**src/rtl/ifmap_read_addr_gen_if.sv**
```systemverilog
// Handshake/bus bundle between the IFMAP read address generator and its environment.
// Latency: none, wires only.
// Backpressure: rd_ready from the consumer; full tells the writer to stall.
interface ifmap_read_addr_gen_if #(
    parameter int WIDTH = 5
) ();
    logic             start;
    logic [WIDTH-1:0] ifmap_len;
    logic             wr_en;
    logic             rd_ready;
    logic [WIDTH-1:0] rd_addr;
    logic             rd_valid;
    logic             window_last;
    logic             done;
    logic             full;
    logic [WIDTH-1:0] occupancy;
    logic             ovf;

    // Environment side: drives row control, writer strobe and consumer ready.
    modport master (
        output start, ifmap_len, wr_en, rd_ready,
        input  rd_addr, rd_valid, window_last, done, full, occupancy, ovf
    );

    // Generator side.
    modport slave (
        input  start, ifmap_len, wr_en, rd_ready,
        output rd_addr, rd_valid, window_last, done, full, occupancy, ovf
    );
endinterface

```
**src/rtl/ifmap_read_addr_gen.sv**
```systemverilog
// IFMAP circular-scratchpad read address generator: sliding 1-D window walk, occupancy tracking, entry release.
// Latency: start -> first rd_valid is 2 cycles minimum; one WAIT cycle between windows; done 1 cycle after last handshake.
// Backpressure: rd_ready=0 holds rd_addr/rd_valid/window_last; full stalls the writer. Optional IFMAP_RD_OVF_EN adds sticky ovf.
module ifmap_read_addr_gen #(
    parameter int DEPTH     = 11,
    parameter int WIDTH     = 5,
    parameter int FILT_SIZE = 3,
    parameter int STRIDE    = 1
) (
    input  logic                 clk,
    input  logic                 rst,
    ifmap_read_addr_gen_if.slave bus
);
    localparam logic [WIDTH-1:0] DEPTH_W = WIDTH'(DEPTH);
    localparam logic [WIDTH-1:0] F_W     = WIDTH'(FILT_SIZE);
    localparam logic [WIDTH-1:0] S_W     = WIDTH'(STRIDE);

    typedef enum logic [1:0] {IDLE, WAIT, READ, DONE} state_t;

    state_t           state_q, state_d;
    logic [WIDTH-1:0] base_q, base_d;
    logic [WIDTH-1:0] offset_q, offset_d;
    logic [WIDTH-1:0] win_cnt_q, win_cnt_d;
    logic [WIDTH-1:0] occ_q, occ_d;
    // Entries of the row still lying beyond the current window start + FILT_SIZE.
    logic [WIDTH-1:0] rem_q, rem_d;
    logic [WIDTH-1:0] release_amt;
    logic [WIDTH-1:0] need;
    logic             full;
    logic             push;
    logic             hs;
    logic             final_win;

    // Circular add; both operands are below DEPTH so one subtract suffices.
    function automatic logic [WIDTH-1:0] wrap_add(input logic [WIDTH-1:0] a, input logic [WIDTH-1:0] b);
        logic [WIDTH:0] s;
        s = {1'b0, a} + {1'b0, b};
        if (s >= {1'b0, DEPTH_W}) begin
            s = s - {1'b0, DEPTH_W};
        end
        return s[WIDTH-1:0];
    endfunction

    assign full      = (occ_q == DEPTH_W);
    assign push      = bus.wr_en & ~full;
    assign hs        = bus.rd_valid & bus.rd_ready;
    // The final window is the one after which no further STRIDE step fits.
    assign final_win = (rem_q < S_W);
    // The final window also releases the trailing remainder, so wait until that
    // is present too; occupancy can then never underflow.
    assign need      = final_win ? (F_W + rem_q) : F_W;

    assign bus.rd_addr     = wrap_add(base_q, offset_q);
    assign bus.rd_valid    = (state_q == READ);
    assign bus.window_last = (state_q == READ) && (offset_q == F_W - 1'b1);
    assign bus.done        = (state_q == DONE);
    assign bus.full        = full;
    assign bus.occupancy   = occ_q;

    // Next-state logic: window walk, release amount and base advance.
    always_comb begin
        state_d     = state_q;
        base_d      = base_q;
        offset_d    = offset_q;
        win_cnt_d   = win_cnt_q;
        rem_d       = rem_q;
        release_amt = '0;
        unique case (state_q)
            IDLE: begin
                if (bus.start && (bus.ifmap_len >= F_W)) begin
                    state_d   = WAIT;
                    rem_d     = bus.ifmap_len - F_W;
                    offset_d  = '0;
                    win_cnt_d = '0;
                end
            end
            WAIT: begin
                if (occ_q >= need) begin
                    state_d = READ;
                end
            end
            READ: begin
                if (hs) begin
                    if (offset_q == F_W - 1'b1) begin
                        offset_d  = '0;
                        win_cnt_d = win_cnt_q + 1'b1;
                        if (final_win) begin
                            release_amt = F_W + rem_q;
                            state_d     = DONE;
                        end else begin
                            release_amt = S_W;
                            rem_d       = rem_q - S_W;
                            state_d     = WAIT;
                        end
                        base_d = wrap_add(base_q, release_amt);
                    end else begin
                        offset_d = offset_q + 1'b1;
                    end
                end
            end
            DONE: begin
                state_d = IDLE;
            end
            default: state_d = IDLE;
        endcase
        occ_d = occ_q + {{(WIDTH-1){1'b0}}, push} - release_amt;
    end

    // State and datapath registers.
    always_ff @(posedge clk or negedge rst) begin
        if (!rst) begin
            state_q   <= IDLE;
            base_q    <= '0;
            offset_q  <= '0;
            win_cnt_q <= '0;
            occ_q     <= '0;
            rem_q     <= '0;
        end else begin
            state_q   <= state_d;
            base_q    <= base_d;
            offset_q  <= offset_d;
            win_cnt_q <= win_cnt_d;
            occ_q     <= occ_d;
            rem_q     <= rem_d;
        end
    end

`ifdef IFMAP_RD_OVF_EN
    logic ovf_q;

    // Sticky flag: a push attempted while full was dropped.
    always_ff @(posedge clk or negedge rst) begin
        if (!rst) begin
            ovf_q <= 1'b0;
        end else if (bus.wr_en && full) begin
            ovf_q <= 1'b1;
        end
    end

    assign bus.ovf = ovf_q;
`else
    assign bus.ovf = 1'b0;
`endif
endmodule
```
**src/flat_wrapper.sv**
```systemverilog
// flat-port wrapper written by rule: the top's interface ports become plain ports
module ifmap_read_addr_gen_flat 
#(
    parameter int DEPTH     = 11,
    parameter int WIDTH     = 5,
    parameter int FILT_SIZE = 3,
    parameter int STRIDE    = 1
)
  (clk, rst, bus_start, bus_ifmap_len, bus_wr_en, bus_rd_ready, bus_rd_addr, bus_rd_valid, bus_window_last, bus_done, bus_full, bus_occupancy, bus_ovf);
  ifmap_read_addr_gen_if #(.WIDTH(WIDTH)) bus_i ();
  input  logic clk;
  input  logic rst;
  input wire logic [$bits(bus_i.start)-1:0] bus_start;
  input wire logic [$bits(bus_i.ifmap_len)-1:0] bus_ifmap_len;
  input wire logic [$bits(bus_i.wr_en)-1:0] bus_wr_en;
  input wire logic [$bits(bus_i.rd_ready)-1:0] bus_rd_ready;
  output wire logic [$bits(bus_i.rd_addr)-1:0] bus_rd_addr;
  output wire logic [$bits(bus_i.rd_valid)-1:0] bus_rd_valid;
  output wire logic [$bits(bus_i.window_last)-1:0] bus_window_last;
  output wire logic [$bits(bus_i.done)-1:0] bus_done;
  output wire logic [$bits(bus_i.full)-1:0] bus_full;
  output wire logic [$bits(bus_i.occupancy)-1:0] bus_occupancy;
  output wire logic [$bits(bus_i.ovf)-1:0] bus_ovf;
  assign bus_i.start = bus_start;
  assign bus_i.ifmap_len = bus_ifmap_len;
  assign bus_i.wr_en = bus_wr_en;
  assign bus_i.rd_ready = bus_rd_ready;
  assign bus_rd_addr = bus_i.rd_addr;
  assign bus_rd_valid = bus_i.rd_valid;
  assign bus_window_last = bus_i.window_last;
  assign bus_done = bus_i.done;
  assign bus_full = bus_i.full;
  assign bus_occupancy = bus_i.occupancy;
  assign bus_ovf = bus_i.ovf;
  ifmap_read_addr_gen #(.DEPTH(DEPTH), .WIDTH(WIDTH), .FILT_SIZE(FILT_SIZE), .STRIDE(STRIDE)) u_core (.clk(clk), .rst(rst), .bus(bus_i));
endmodule
```
**config.mk**
```make
export PLATFORM = sky130hd
export DESIGN_NAME = ifmap_read_addr_gen_flat
export DESIGN_NICKNAME = d
export VERILOG_FILES = /design/src/rtl/ifmap_read_addr_gen_if.sv /design/src/rtl/ifmap_read_addr_gen.sv /design/src/flat_wrapper.sv
export SDC_FILE = /design/constraint.sdc
export NUM_CORES = 1
export LEC_CHECK = 0
export CORE_ASPECT_RATIO = 1.2
export CORE_MARGIN = 3
export CORE_UTILIZATION = 50
export DETAILED_ROUTE_END_ITERATION = 10
export PLACE_DENSITY_LB_ADDON = 0.1
export SKIP_LAST_GASP = 1
export SLEW_MARGIN = 20
export SYNTH_ARGS = -nofsm -noshare
export SYNTH_HDL_FRONTEND = slang
export SYNTH_SLANG_ARGS = --single-unit
```
**constraint.sdc**
```tcl
create_clock -name clk -period 3.5 [get_ports clk]
set_input_delay 0.525 -clock clk [delete_from_list [all_inputs] [get_ports clk]]
set_output_delay 0.525 -clock clk [all_outputs]
set_load 0.005 [all_outputs]
```
==> flow_metrics.tcl, run 1 <==
set metrics [dict create \
    start_kind "register" \
    outcome "finished clean" \
    dieWidth_um 65.70 \
    syn_area_per_cell_um2 8.836 \
    cts.sinks 22 \
    worstPathMaxFanout 5 \
    p_clk_share_pct 8.5 \
    ios 25 \
    die-area_um2 5100 \
    diodes 0 \
    drive_gt1_share_pct 14.03 \
    pwr-share-comb_pct 69.1 \
    root_buffer "clkbuf_8" \
    p_int_mw 1.271 \
    skew_ps 6.068 \
    mostFrequentLayoutCell "ha_1" \
    maxCapViolCount 0 \
    arrival_ps 2870 \
    required_ps 2970 \
    instances_no_fill 332 \
    final_cell_mix "ha_1, clkdlybuf4s50_1, dfrtp_1" \
    min_period_ps 3396 \
    crit_type "register to output port" \
    ant_nets 0 \
    vdd.ir_drop.worst_uv 390.2 \
    post_drt_via_cell_ratio 5.524 \
    synth.largest_area_cell "dfrtp_1" \
    critPathCaptureType "output port" \
    period_share_pct 97.03 \
    avgRoutedWirePerCell_um 13.62 \
    hold_viol 0 \
    ys_ff_latch 22 \
    power_frac_seq_pct 22.4 \
    yosys.cell_types.count 55 \
    drt_pass1_iterations 4 \
    ctsLongestPathBuffers 2 \
    synthTopCellsByArea "dfrtp_1, ha_1, a21oi_1, xnor2_1, o21ai_0" \
    fin_total_pwr_mw 2.216 \
    use_met1_pct 25.23 \
    synth_ff_type "dfrtp_1" \
    rows 25 \
    synth_top_cell_area_share_pct 25.75 \
    max_freq_ghz 0.2945 \
    clock_latency_ps 270 \
    initial_utilization_pct 52.99 \
    netlist_area_um2 2138 \
    final_util_pct 63.32 \
    syn_inst 242 \
    synthToLayoutAreaGrowth_pct 19.49 \
    core_area_um2 4035 \
    r2r_cells 12 \
    placed_area_um2 2477 \
    wl_mm 4.523 \
    antenna_found_initial 0 \
    yosysSeqAreaShare_pct 25.75 \
    drtIter0Drc 78 \
    cts_tree "yes" \
    fin_nets 319 \
    dp.cells 326 \
    die_y_um 77.64 \
    grtUsageMet2_pct 32.90 \
    drc 0 \
    ys_warn_count 0 \
    fillers 364 \
    multiInputGateArea_um2 1535 \
    grt_use_met3_pct 2.026 \
    p_per_area_nw_per_um2 867.3 \
    grt_max_degree 23 \
    grt_pass1_wl_mm 7.845 \
    first_global_vias 1698 \
    gp_congestion 0.8397 \
    top_usage_layer "met2" \
    hpwlAfterDp_mm 3.496 \
    p_sw_share_pct 42.64 \
    setup_viol 0 \
    track_usage_pct 19.07 \
    worst_slew_pin_slew_ps 603.9 \
    dr_total_vias 1834 \
    overflow 0 \
    cts.reportedPaths.clkPinSlew_ps 90 \
    power.static_leakage_nw 1.128 \
    h-tree-depth 1 \
    ys_async_sr_fraction_pct 100.0 \
    postLayoutCellArea_um2 2555 \
    regArea_um2 551.8 \
    cts_inserted_buffers 3 \
    port-buffer-count 23 \
    synth_edf_count 0 \
    max_slew_margin_pct 59.66 \
    drv_slew 0 \
    worst_hold_path_type "primary input to asynchronous set/reset pin" \
    p_switching_mw 0.9450 \
]
[power by group through the flow]
stage                     Sequential [mW]  Combinational [mW]  Clock [mW]
after CTS                           0.496                1.52       0.196
final                               0.496                1.53       0.189
after floorplan                     0.470                1.02           0
after global placement              0.500                1.47           0
after global routing                0.514                1.72       0.207
after detailed placement            0.499                1.49           0
[path summary, 6_finish.rpt]
check,endpoint,slack [ps],startpoint
min,u_core.bus.occupancy[2],240,rst
min reg2reg,u_core.offset_q[0],560,u_core.offset_q[0]
max in group asynchronous,u_core.offset_q[0],2870,rst
max,bus_rd_addr[2],100,u_core.offset_q[0]
min in group clk,u_core.offset_q[0],560,u_core.offset_q[0]
max reg2reg,u_core.base_q[3],240,u_core.rem_q[2]
[routing by layer]
layer / wire (um) / part of all wire (%)
met5: 0 / 0
met4: 40 / 0.88
met1: 2020 / 45
met2: 2343 / 52
met3: 119 / 2.6
[worst max-delay path, stage by stage, from the launching register on]
cell             delay (ps)
dfrtp_2                 450
ha_1                    240
fa_2                    560
ha_2                    190
nand2b_1                100
nand2_1                  70
nand3b_1                180
nor2b_2                 190
xnor2_1                 120
clkdlybuf4s50_1         510
[stage by stage]
stage / hold WS [ps] / setup slack, ps / setup TNS (ps)
2_1_floorplan: 229.4 / 288.2 / 0
6_report: 236.6 / 103.9 / 0
3_3_place_gp: 521.8 / 293.9 / 0
3_5_place_dp: 531.9 / 267.3 / 0
4_1_cts: 555.8 / 8.680 / 0
5_1_grt: 256.3 / -36.96 / -56.16
[what timing repair did]
item	CTS	global route
setup endpoints to repair	1	6
buffers inserted	1	1
pin swaps	0	1
resized for setup	1	4
endpoints found under the hold margin	0	0
hold buffers	0	0
[sequential cells by signal, indices dropped and copies added, names as in the netlist]
signal,cells
u_core.base_q,5
u_core.bus.occupancy,5
u_core.state_q,2
u_core.rem_q,5
u_core.offset_q,5
[cell type report]
cell class | instances | area share [%]
inverter | 14 | 2.057
tap | 54 | 2.644
timing repair buffer | 32 | 11.46
clock buffer | 4 | 2.155
multi-input combinational | 206 | 60.09
sequential | 22 | 21.60
[Yosys cell counts, types with 3 or more instances]
cell type / count
nand2_1: 17
and2_1: 3
dfrtp_1: 22
a21oi_1: 18
o21ai_0: 15
inv_1: 14
mux2_2: 3
nor2_1: 15
nor3_1: 4
or2_2: 5
nand3_1: 8
clkbuf_1: 4
nor2b_1: 6
nand2b_1: 7
a31oi_1: 3
a21o_1: 5
xor2_1: 6
xnor2_1: 10
mux2i_1: 3
ha_1: 28
[kinds of logic after synthesis]
logic type / count (synthesis) / synth area share (%)
buffers and inverters: 20 / 4.037
other: 2 / 0.3512
AND/OR/NAND/NOR: 80 / 19.90
multiplexers: 6 / 2.984
AO/OA/AOI/OAI: 65 / 21.42
XOR/XNOR: 17 / 7.314
flip-flops: 22 / 25.75
adder cells (fa/ha/maj): 30 / 18.26
Note: power is estimated with default switching activity, not from simulation.
==> inputs of run 2 (changes only) <==
--- a/config.mk
+++ b/config.mk
@@ -5,11 +5,13 @@
 export SDC_FILE = /design/constraint.sdc
 export NUM_CORES = 1
 export LEC_CHECK = 0
+export CAP_MARGIN = 20
 export CORE_ASPECT_RATIO = 1.2
 export CORE_MARGIN = 3
 export CORE_UTILIZATION = 50
 export DETAILED_ROUTE_END_ITERATION = 10
 export PLACE_DENSITY_LB_ADDON = 0.1
+export REMOVE_ABC_BUFFERS = 1
 export SKIP_LAST_GASP = 1
 export SLEW_MARGIN = 20
 export SYNTH_ARGS = -nofsm -noshare
==> run 2 against run 1 <==
  * Register-to-register slack got worse by 60 ps
  * Combinational power about the same
  * Design area increased by 0.98%
  * Global-route usage increased by 0.39 points
  * Core utilization increased by 0.62 points
  * Sequential power about the same
  * Critical path depth unchanged
  * Sequential share of layout area decreased by 0.21 points
  * First-iteration DRC count decreased by 32%
  * Worst hold slack got worse by 22 ps
  * Largest power group unchanged
  * Highest routed layer unchanged
==> flow_metrics.tcl, run 2 (synthesis gave the netlist of run 1 again) <==
set metrics [dict create \
    skew_ps 1.817 \
    rr_endpoint "u_core.base_q[3]" \
    grt_max_degree 23 \
    h-tree-depth 1 \
    initial_utilization_pct 52.99 \
    ctsLongestPathBuffers 2 \
    die_y_um 77.64 \
    gp_congestion 0.8072 \
    setup_viol 0 \
    cts_tree "yes" \
    r2r_setup_slack_ps 180 \
    outcome "finished clean" \
    p_per_area_nw_per_um2 886.1 \
    drtIter0Drc 53 \
    root_buffer "clkbuf_8" \
    clock_latency_ps 260 \
    drv_slew 0 \
    final_cell_mix "ha_1, clkdlybuf4s50_1, dfrtp_1" \
    worstPathMaxFanout 4 \
    final_util_pct 63.94 \
    critPathCaptureType "output port" \
    instances_no_fill 332 \
    dr_total_vias 1792 \
    mostFrequentLayoutCell "ha_1" \
    ant_nets 0 \
    port-buffer-count 23 \
    slowest_stage "fa_1" \
    wl_mm 4.550 \
    r2r_cells 12 \
    cts.sinks 22 \
    antenna_found_initial 0 \
    r2r-start "u_core.rem_q[2]" \
    dp.cells 325 \
    start_kind "register" \
    cts.reportedPaths.clkPinSlew_ps 90 \
    ios 25 \
    worst_slew_pin_slew_ps 614.3 \
    max_slew_margin_pct 58.97 \
    grt_pass1_wl_mm 7.935 \
    required_ps 2970 \
    drc 0 \
    dieWidth_um 65.70 \
    crit_type "register to output port" \
    worst_hold_path_type "primary input to asynchronous set/reset pin" \
    min_period_ps 3359 \
    drive_gt1_share_pct 14.03 \
    fillers 362 \
    critical_path.max_stage_delay_ps 510 \
    maxCapViolCount 0 \
    hold_viol 0 \
    hpwlAfterDp_mm 3.506 \
    track_usage_pct 19.46 \
    diodes 0 \
    period_share_pct 95.98 \
    holdBufCountCts 0 \
    max_freq_ghz 0.2977 \
    core_area_um2 4035 \
    cts_inserted_buffers 3 \
    die-area_um2 5100 \
    fin_nets 319 \
    rows 25 \
    synthToLayoutAreaGrowth_pct 20.66 \
    arrival_ps 2830 \
    overflow 0 \
    post_drt_via_cell_ratio 5.398 \
    power.static_leakage_nw 1.136 \
    avgRoutedWirePerCell_um 13.70 \
    vdd.ir_drop.worst_uv 516.3 \
    first_global_vias 1784 \
    path_cells "ha_1 -> fa_1 -> ha_2 -> nand2b_1 -> nand2_1 -> nand3b_1 -> nor2b_2 -> xnor2_1 -> clkdlybuf4s50_1" \
    drt_pass1_iterations 4 \
]
[run 2: worst max path at each step]
stage | endpoint | cells after the start | from | slack (ps)
global placement | u_core.base_q[1] | 12 | u_core.rem_q[2] | 280
global route | bus_rd_addr[2] | 10 | u_core.base_q[0] | -7
floorplan | u_core.base_q[3] | 12 | u_core.rem_q[2] | 240
finish | bus_rd_addr[2] | 9 | u_core.base_q[0] | 140
CTS | bus_rd_addr[2] | 9 | u_core.base_q[0] | 20
detailed placement | u_core.base_q[0] | 12 | u_core.rem_q[2] | 170
[run 2: where the power goes]
group	switching [mW]	internal, mW
sequential	0.130	0.365
clock	0.0909	0.153
combinational	0.728	0.820
[run 2: worst max-delay path: cells and delay by family, from the launching register on]
kind,cells,cell delay (ps)
flops,1,400
simple gates,4,580
buf+inv,1,510
xor+xnor,1,130
fa+ha+maj,3,950
[run 2: timing repair]
| action | CTS | global route |
|---|---|---|
| setup buffers | 1 | 2 |
| setup endpoints to repair | 1 | 5 |
| endpoints found under the hold margin | 0 | 0 |
| resized for setup | 0 | 6 |
| pin swaps | 0 | 1 |
[run 2: per-layer routing]
| layer | up-vias | routed length (um) | GRT usage, % |
|---|---|---|---|
| li1 | 927 | - | - |
| met1 | 838 | 2092 | 24.07 |
| met2 | 23 | 2295 | 35.01 |
| met3 | 4 | 118 | 2.171 |
| met4 | 0 | 44 | 5.187 |
| met5 | - | 0 | 0 |
[run 2: layout make-up]
| class | count | area (um2) | share of cell area [%] |
|---|---|---|---|
| Multi-Input combinational cell | 206 | 1544 | 59.84 |
| Tap cell | 54 | 67.56 | 2.619 |
| Timing Repair Buffer | 32 | 292.8 | 11.35 |
| Inverter | 14 | 52.55 | 2.037 |
| Clock buffer | 3 | 41.29 | 1.600 |
| Clock inverter | 1 | 30.03 | 1.164 |
| Sequential cell | 22 | 551.8 | 21.39 |
[run 2: metrics by stage]
step / area (um2) / hold slack [ps] / total power [mW] / setup slack, ps / TNS, ps
2_1_floorplan: 2127 / 229.4 / 1.472 / 241.2 / 0
3_3_place_gp: 2470 / 521.9 / 1.962 / 283.6 / 0
3_5_place_dp: 2470 / 533.6 / 1.990 / 174.5 / 0
4_1_cts: 2549 / 557.4 / 2.252 / 22.19 / 0
5_1_grt: 2580 / 259.2 / 2.504 / -6.933 / -6.933
6_report: 2580 / 214.9 / 2.286 / 140.6 / 0
